**config.mk**
```make
export PLATFORM = sky130hd
export DESIGN_NAME = layer_scheduler
export DESIGN_NICKNAME = d
export VERILOG_FILES = /design/src/rtl/layer_scheduler.sv
export SDC_FILE = /design/constraint.sdc
export NUM_CORES = 1
export LEC_CHECK = 0
export BUFFER_PORTS_ARGS = -buffer_cell sky130_fd_sc_hd__buf_2
export CAP_MARGIN = 0
export CORE_ASPECT_RATIO = 1.75
export CORE_MARGIN = 5
export CORE_UTILIZATION = 48
export DETAILED_ROUTE_END_ITERATION = 12
export GPL_TIMING_DRIVEN = 0
export PLACE_DENSITY = 0.62
export SLEW_MARGIN = 20
export SYNTH_ARGS = -nofsm -noshare
export SYNTH_HDL_FRONTEND = slang
export SYNTH_SLANG_ARGS = --single-unit
export TNS_END_PERCENT = 30
```
**constraint.sdc**
```tcl
create_clock -name clk -period 33.7 [get_ports clk]
set_input_delay 5.055 -clock clk [delete_from_list [all_inputs] [get_ports clk]]
set_output_delay 5.055 -clock clk [all_outputs]
set_load 0.02 [all_outputs]
```
**src/rtl/layer_scheduler.sv**
```systemverilog
// Layer sequencer for the DLA: walks a programmed table of transfer configs,
// issues one DLA_start per layer and waits for store_done, with a hang watchdog.
module layer_scheduler #(
    parameter int              LAYER_MAX = 8,
    parameter int              IDX_W     = 3,
    parameter int              TO_W      = 20,
    parameter logic [TO_W-1:0] TIMEOUT   = 20'hFFFFF
) (
    input  logic             clk,
    input  logic             rst,
    input  logic             cfg_we,
    input  logic [IDX_W-1:0] cfg_addr,
    input  logic [55:0]      cfg_wdata,
    output logic [55:0]      cfg_rdata,
    input  logic [IDX_W:0]   num_layers,
    input  logic             start,
    input  logic             abort,
    input  logic             store_done,
    output logic             DLA_start,
    output logic [55:0]      transfer_config,
    output logic [IDX_W-1:0] cur_layer,
    output logic             busy,
    output logic             done,
    output logic             err
);
    localparam int              CW      = IDX_W + 1;
    localparam logic [CW-1:0]   N_MAX   = CW'(LAYER_MAX);
    localparam logic [TO_W-1:0] TO_LAST = TIMEOUT - TO_W'(1);

    typedef enum logic [2:0] {IDLE, LOAD, START, WAIT, NEXT, DONE, ERR} state_t;

    state_t           state_reg, state_next;
    logic [CW-1:0]    n_reg, n_next;
    logic [IDX_W-1:0] cur_reg, cur_next;
    logic [TO_W-1:0]  wd_reg, wd_next;
    logic [55:0]      tc_reg, tc_next;
    logic [55:0]      table_reg [LAYER_MAX];

    // Config table is only writable between runs so a layer cannot change under the DLA
    always_ff @(posedge clk or posedge rst) begin
        if (rst) begin
            for (int i = 0; i < LAYER_MAX; i++) table_reg[i] <= '0;
        end else if (cfg_we && !busy) begin
            table_reg[cfg_addr] <= cfg_wdata;
        end
    end

    assign cfg_rdata = table_reg[cfg_addr];

    always_ff @(posedge clk or posedge rst) begin
        if (rst) begin
            state_reg <= IDLE;
            n_reg     <= '0;
            cur_reg   <= '0;
            wd_reg    <= '0;
            tc_reg    <= '0;
        end else begin
            state_reg <= state_next;
            n_reg     <= n_next;
            cur_reg   <= cur_next;
            wd_reg    <= wd_next;
            tc_reg    <= tc_next;
        end
    end

    always_comb begin
        state_next = state_reg;
        n_next     = n_reg;
        cur_next   = cur_reg;
        wd_next    = wd_reg;
        tc_next    = tc_reg;
        case (state_reg)
            IDLE, ERR: begin
                if (start) begin
                    cur_next   = '0;
                    n_next     = (num_layers > N_MAX) ? N_MAX : num_layers;
                    state_next = (num_layers == '0) ? DONE : LOAD;
                end
            end
            LOAD: begin
                tc_next    = table_reg[cur_reg];
                state_next = START;
            end
            START: begin
                wd_next    = '0;
                state_next = WAIT;
            end
            WAIT: begin
                // store_done beats a timeout landing in the same cycle
                if (store_done)
                    state_next = NEXT;
                else if (TIMEOUT != '0 && wd_reg == TO_LAST)
                    state_next = ERR;
                else
                    wd_next = wd_reg + TO_W'(1);
            end
            NEXT: begin
                if ({1'b0, cur_reg} == n_reg - CW'(1)) begin
                    state_next = DONE;
                end else begin
                    cur_next   = cur_reg + IDX_W'(1);
                    state_next = LOAD;
                end
            end
            DONE:    state_next = IDLE;
            default: state_next = IDLE;
        endcase
        if (busy && abort) begin
            state_next = IDLE;
            cur_next   = cur_reg;
            wd_next    = wd_reg;
            tc_next    = tc_reg;
        end
    end

    assign busy            = (state_reg == LOAD) || (state_reg == START) ||
                             (state_reg == WAIT) || (state_reg == NEXT);
    assign DLA_start       = (state_reg == START) && !abort;
    assign done            = (state_reg == DONE);
    assign err             = (state_reg == ERR);
    assign transfer_config = tc_reg;
    assign cur_layer       = cur_reg;

endmodule
```
==> impl_summary.md, run 1 <==
CTS
Once the clock tree was built, the setup fixing pass inserted 0 buffers. The total of hold buffers inserted after clock tree synthesis is 0. The root buffer cell is clkbuf_16. The number of buffers created by CTS is 52. In this run the number of H-tree levels came out at 2.

In this run, post-CTS repair resized a total of 0 instances. The number of sinks driven by the clock tree is 534. The clock tree buffer depth is 3. TritonCTS built the clock tree. The clock insertion delay at the later pin of the skew report is 590 ps. After clock tree synthesis, the clock-pin slew on the worst setup and hold paths is 60 ps.

Setup path
For the worst setup path, the data required time is 28640 ps. Walking the worst path, the cells encountered are clkbuf_1 > buf_2 > buf_2 > buf_2 > mux4_2 > mux2_2 > buf_2. STA classifies the critical path startpoint as an input pin.

The endpoint class of the critical path is an output port. On the critical path, the stage with the largest delay is an instance of buf_2. The largest fanout on the critical path is 10. Counting stages on the worst path, the most repeated cell is buf_2.

The worst reg-to-reg path cell count is 5. The critical path class is input pin to output port. The arrival time of data at the critical path endpoint is 7680 ps.

The stage delay of the slowest cell on the critical path is 480 ps.

Floorplan
The starting density of the core is 0.486. Pin placement for this block handled 188 I/O pins. The die area is 61100 um2. The total area inside the core boundary comes to 55300 um2. The number of cell rows is 114. The die outline width is 189 um.

From bottom edge to top edge, the die measures 323 um.

Logic synthesis
The share of synthesized area in the top cell type comes to 0.497. Counting flops and latches in the post-synthesis netlist gives 534. The synthesized netlist net count is 1812.

The synthesized design contains 0 enable-type register cells. The share of synthesized registers carrying an async set or reset is 1.00. For this run, the leading register cell type out of synthesis is dfrtp_1. The proportion of synthesized chip area in sequential cells is 0.497. Yosys printed 0 warnings. The distinct cell type count of the synthesized netlist is 51. Summed over all instances, the cell type with the most area after synthesis is dfrtp_1. Synthesis handed over a netlist of 1739 instances.

Each instance of the synthesized netlist takes up on average 15.5 um2. In this run the cell area of the synthesized design comes to 26900 um2. In the post-synthesis netlist, the biggest area contributors are dfrtp_1 50%, mux2_2 21%, mux4_2 19%.

Power
The power density of the placed cells is 90.5 nW/um2. Summed over all cells, the static leakage comes to 12.8 nW. The worst-case IR drop observed on VDD is 0.0552 mV.

Placed design
The number of buffers inserted by port buffering is 185. OpenSTA, run right after detailed placement, puts the worst setup slack at 20950 ps. At the end of routability-driven placement, the weighted congestion stood at 0.823.

The final HPWL from detailed placement is 52500 um.

GRT
Entering global routing, the biggest net connects 105 pins. The first-pass GRT wire length is 115000 um. The total overflow left after global routing is 0. The number of antenna violations at the first check in global routing is 12. The global router's overall resource usage is 0.247. The via count of the first global-routing pass is 18300.

Timing
Setup repair after global routing left no endpoint under its margin. The maximum frequency from static timing analysis is 78.5 MHz. The summed negative setup slack over all endpoints is 0 ps. The final setup violation count is 0. The total count of max-transition violations in the final report is 0. The hold violation total from the final report was 0. The max-slew headroom at the worst pin is 0.186. The transition time of the tightest slew-check pin is 1220 ps. The part of the cycle the worst path needs is 0.378. The shortest clock period the worst path allows after layout is 12730 ps. Once routing completed, OpenROAD measured the worst setup slack at 20970 ps.

The clock skew is 13.3 ps. Hold is met by 523 ps.

Routing
The number of routed nets with antenna violations is 0. In this run, the number of DRC markers left after iteration 0 of detailed routing was 930. For this block, the routed nets add up to 74900 um of wire.

Using the TritonRoute via totals, the vias-per-cell ratio works out to 6.09. For this run, the detailed router's first-pass iteration total came to 5. The number of vias in the routed layout is 16600. In the final routed layout, each cell accounts on average for 27.5 um.

The remaining routing DRC violations is 0.

Finish
The multi-input combinational cells in the finished layout cover a total of 12900 um2. After filler insertion, the fill cell instance count of the layout stands at 4616. Leaving out fill and tap cells, the most frequent cells in the layout are 534 x dfrtp_1, 507 x mux2_2, 254 x buf_2, 224 x mux4_2, 72 x nor2_1. The layout overhead on the synthesized area is 13.9%. Registers take 13400 um2. The count of nets after finishing is 2057.

Of the cells placed in the final design, the portion with a size suffix greater than 1 is 0.545. The flip-flop count of the largest register, all copies and words added is 448. The most common library cell in the layout ignoring fill and taps is dfrtp_1.

Min path
The cell count of the worst hold path is 1. The worst hold path belongs to the class flip-flop to flip-flop.

Run status
The run finished with clean final reports.

Job
The number of max-cap violations is 0.
[area by class of cell]
| type | count | area share |
|---|---|---|
| timing repair buffer | 191 | 0.0351 |
| multi-input combinational | 1061 | 0.420 |
| buffer | 133 | 0.0205 |
| antenna | 10 | 0.000816 |
| clock inverter | 18 | 0.00690 |
| sequential | 534 | 0.436 |
| tap | 696 | 0.0284 |
| clock buffer | 73 | 0.0506 |
| inverter | 11 | 0.00159 |
[worst paths after layout]
path / end / from / slack [ps]
max: cfg_rdata[0] / cfg_addr[0] / 20970
max in group asynchronous: table_reg[284]$_DFFE_PP0P_ / rst / 27260
max reg2reg: transfer_config[8]$_DFFE_PP0P_ / state_reg[2]$_DFFE_PP0P_ / 30490
min in group asynchronous: transfer_config[26]$_DFFE_PP0P_ / rst / 4570
min reg2reg: table_reg[84]$_DFFE_PP0P_ / table_reg[84]$_DFFE_PP0P_ / 520
min: table_reg[84]$_DFFE_PP0P_ / table_reg[84]$_DFFE_PP0P_ / 520
[metrics by stage]
step                utilization  instances  cell area (um2)  power [mW]
global route              0.554       2719            30600        2.93
detailed placement        0.521       2625            28900        2.19
global placement          0.519       2620            28700        2.14
finish                    0.554       2727            30700        2.77
CTS                       0.553       2716            30600        2.80
floorplan                     -       1739            26900        1.87
[critical path, delay by kind of cell]
family                 cells  cell delay, ps
buffers and inverters      5            1880
muxes                      2             710
[power by group]
| part | switching, mW | internal (mW) | total (mW) |
|---|---|---|---|
| Clock | 0.256 | 0.351 | 0.606 |
| Sequential | 0.214 | 0.943 | 1.16 |
| Combinational | 0.442 | 0.568 | 1.01 |
| Total | 0.912 | 1.86 | 2.77 |
[cells in the mapped netlist (2+ instances only)]
library cell and instances:
mux2_2 507, nor3b_1 3, clkbuf_1 42, a211oi_1 3, dfrtp_1 534, o211ai_1 6, buf_4 8, xor2_1 4
or3_1 5, nand2b_1 5, or4_1 8, and3_1 5, nor2_1 72, and2_1 3, nand2_1 20, o31ai_1 4
o41ai_1 2, buf_2 69, buf_1 13, nand3_1 12, nand3b_1 4, nor3_1 4, a2111oi_0 5, nor2b_1 4
xnor2_1 11, mux4_2 224, inv_1 10, a21oi_1 63, ha_1 4, mux2i_1 58, o21ai_0 6, nor4_1 2
[logic make-up after synthesis]
logic type | synth area share
DFF | 0.497
and+or+nand+nor | 0.0290
muxes | 0.421
AOI/OAI and AO/OA | 0.0218
xor gates and xnor gates | 0.00488
buffers and inverters | 0.0247
adders and majority gates | 0.00186
[per-layer routing]
layer	wire, um	global-route usage	vias to the layer above	share of wire
met5	24	0	-	0.00032
met4	1820	0.0671	4	0.024
met1	28800	0.302	8948	0.38
met2	40300	0.452	389	0.54
met3	3940	0.0452	115	0.053
li1	-	-	7162	-
(Power assumes the default switching activity.)
==> run 2: changes to the inputs <==
--- a/config.mk
+++ b/config.mk
@@ -12,7 +12,7 @@
 export CORE_UTILIZATION = 48
 export DETAILED_ROUTE_END_ITERATION = 12
 export GPL_TIMING_DRIVEN = 0
-export PLACE_DENSITY = 0.62
+export PLACE_DENSITY = 0.64
 export SLEW_MARGIN = 20
 export SYNTH_ARGS = -nofsm -noshare
 export SYNTH_HDL_FRONTEND = slang
==> constraint.sdc (replaced) <==
create_clock -name clk -period 11 [get_ports clk]
set_input_delay 1.65 -clock clk [delete_from_list [all_inputs] [get_ports clk]]
set_output_delay 1.65 -clock clk [all_outputs]
set_load 0.02 [all_outputs]
==> run 2 against run 1 <==
Clock skew hardly changed. Global-route usage increased by 0.37 points. Sequential cell count unchanged. Cell count is 0.29% higher. Critical endpoint is now cfg_rdata[2].
==> impl_summary.md, run 2 (synthesis results as in run 1) <==
Setup path
The critical path class was input pin to output port (unchanged). The slowest library cell on the worst path was clkbuf_1 (was buf_2). The cell type with the highest occurrence count on the critical path is buf_2 (unchanged). The arrival time of data at the critical path endpoint was 4430 ps (was 7680 ps). The reg2reg setup slack is 7860 ps (was 30490 ps). The worst reg-to-reg path cell count is 6 (was 5). The largest fanout on the critical path came to 10 (unchanged). The kind of launch point of the worst setup path was an input pin (unchanged). The endpoint class of the critical path was an output port (unchanged). The worst reg2reg path endpoint is transfer_config[1]$_DFFE_PP0P_ (was transfer_config[8]$_DFFE_PP0P_).

The source of the worst register-to-register timing path is state_reg[0]$_DFFE_PP0P_ (was state_reg[2]$_DFFE_PP0P_). The data required time of the worst path is 9350 ps (was 28640 ps). The stage delay of the slowest cell on the critical path is 540 ps (was 480 ps). Worst path cell trace: clkbuf_1 > buf_2 > buf_2 > buf_2 > mux4_2 > mux2_2 > buf_2 (unchanged).

Placed design
The post-placement cell area was 29100 um2 (was 28900 um2). The instance count after placement with tap cells included is 2638 (was 2625). The number of buffers inserted by port buffering came to 185 (unchanged). The final HPWL from detailed placement is 53500 um (was 52500 um).

The final estimated routing congestion in global placement came to 0.814 (was 0.823).

GRT
The via count of the first global-routing pass is 18400 (was 18300). The global routing usage on met1 is 0.303 (was 0.302). The global router's overall resource usage is 0.251 (was 0.247). The fraction of met2 tracks used by global routing was 0.453 (was 0.452). The global-route layer with the greatest usage was met2 (unchanged). The first-pass GRT wire length came to 116000 um (was 115000 um). The largest net degree at the start of global routing is 35 (was 105).

The remaining global-route overflow is 0 (unchanged). The fraction of met3 tracks used by global routing is 0.0485 (was 0.0452). The number of antenna violations at the first check in global routing is 8 (was 12).

Finish
The count of nets after finishing is 2068 (was 2057). The utilization after layout is 0.557 (was 0.554). The post-route standard cell area excluding fillers came to 30800 um2 (was 30700 um2).

The flip-flop count of the largest register, all copies and words added was 448 (unchanged). The non-filler instance count after layout is 2735 (was 2727). The layout overhead on the synthesized area was 14.6% (was 13.9%).

Most used cells in the layout excluding fill and tap cells: 534 x dfrtp_1, 507 x mux2_2, 255 x buf_2, 224 x mux4_2, 72 x nor2_1 (was 534 x dfrtp_1, 507 x mux2_2, 254 x buf_2, 224 x mux4_2, 72 x nor2_1). The most common library cell in the layout ignoring fill and taps is dfrtp_1 (unchanged). The ratio of cells with drive above 1 in the final layout came to 0.545 (about the same).

Floorplan
The number of top-level pins is 188 (unchanged). The core box area is 55300 um2 (unchanged). The die outline width was 189 um (unchanged).

The starting density of the core is 0.486 (unchanged). The die area came to 61100 um2 (unchanged). The number of cell rows is 114 (unchanged). The die boundary height is 323 um (unchanged).

Power
The switching share of total power came to 0.329 (about the same). The maximum vdd ir drop is 0.150 mV (was 0.0552 mV). The net switching power figure is 2.79 mW (was 0.912 mW). The leakage power summed over all cells came to 12.9 nW (was 12.8 nW). The power density of the placed cells was 276 nW/um2 (was 90.5 nW/um2). The relative contribution of sequential cells to total power is 0.418 (was 0.417). The clock power share was 0.216 (was 0.219). The combinational cell fraction of total power was 0.365 (was 0.364). The internal power was 5.70 mW (was 1.86 mW).

Min path
The worst hold-check path type is flip-flop to flip-flop (unchanged). The start point of the worst hold path is table_reg[93]$_DFFE_PP0P_ (was table_reg[84]$_DFFE_PP0P_). The end point of the most critical hold path is table_reg[93]$_DFFE_PP0P_ (was table_reg[84]$_DFFE_PP0P_). The cell count of the worst hold path came to 1 (unchanged).

Timing
The clock skew came to 12.8 ps (was 13.3 ps). The total count of max-transition violations in the final report is 0 (unchanged). The max-slew headroom at the worst pin was 0.249 (was 0.186).

The final setup violation count came to 0 (unchanged). For this run, the top clock speed supported by timing is 164 MHz. RSZ-0062 raised after global routing: false (unchanged).

The shortest clock period the worst path allows after layout is 6080 ps. The hold violation total from the final report is 0 (unchanged). The part of the cycle the worst path needs is 0.553.

The transition time of the tightest slew-check pin came to 1130 ps (was 1220 ps).

Routing
The final wirelength is 75500 um (was 74900 um). The remaining routing DRC violations was 0 (unchanged). The number of routed nets with antenna violations is 0 (unchanged). The number of vias in the routed layout is 16700 (was 16600). The total iterations of the first detailed-routing run was 8 (was 5). The detail-routed via count per cell is 6.12 (was 6.09). The initial detailed-routing violation count is 920 (was 930). The final routed wire length divided by cell count was 27.6 um (was 27.5 um).

CTS
The clock insertion delay at the later pin of the skew report is 590 ps (about the same). The clock tree buffer depth is 3 (unchanged). The root buffer cell was clkbuf_16 (unchanged). The CTS tree is yes (unchanged). The clock transition at the registers of the reported paths came to 60 ps (about the same). The number of buffers added for setup after CTS was 0 (unchanged). The CTS H-tree depth is 2 (unchanged). The total of hold buffers inserted after clock tree synthesis was 0 (unchanged). The number of cells upsized or downsized after cts is 0 (unchanged). The number of sinks driven by the clock tree was 534 (unchanged).

The number of buffers created by CTS came to 51 (was 52).

Job
The number of max-cap violations is 0 (unchanged).

Run status
Result of the run: finished clean (unchanged).
==> run 2: power groups by stage <==
stage	registers (mW)	clock network [mW]	logic [mW]
global placement	3.52	0	3.05
CTS	3.54	1.87	3.15
floorplan	3.47	0	2.25
finish	3.56	1.84	3.10
detailed placement	3.58	0	3.14
global route	3.66	1.96	3.35
==> run 2: layout make-up <==
cell class	count	area (um2)
sequential	534	13400
inverter	11	45.0
tap	696	871
multi-input combinational	1061	12900
fill	4561	24500
clock buffer	73	1510
buffer	133	631
timing repair buffer	203	1300
antenna	9	22.5
clock inverter	15	208
==> run 2: how the worst max path moves through the flow <==
stage | from | to | slack (ps) | cells after the start
final | cfg_addr[0] | cfg_rdata[2] | 4920 | 7
after global routing | cfg_addr[0] | cfg_rdata[2] | 4870 | 7
after CTS | cfg_addr[0] | cfg_rdata[2] | 4920 | 7
after detailed placement | cfg_addr[0] | cfg_rdata[2] | 4900 | 7
after global placement | rst | table_reg[58]$_DFFE_PP0P_ | -860 | 2
after floorplan | rst | cur_layer[0]$_DFFE_PP0P_ | 2090 | 1
==> run 2: stage by stage <==
step                      worst slack (ps)  hold slack [ps]  TNS, ps  power [mW]
final                                 4920              523        0        8.50
after global routing                  4870              533        0        8.97
after CTS                             4920              523        0        8.57
after detailed placement              4900              511        0        6.72
after global placement                -860              491  -422620        6.57
after floorplan                       2090              479        0        5.72
==> run 2: worst max-delay path, delay by kind of cell <==
kind                   cells  cell delay (ps)
muxes                      2              670
buffers and inverters      5             2090
==> run 2: per-layer routing <==
metal  up-vias  wire length [um]
li1       7182                 -
met1      8995             28700
met2       427             40300
met3       130              4100
met4         2              2320
met5         -                20
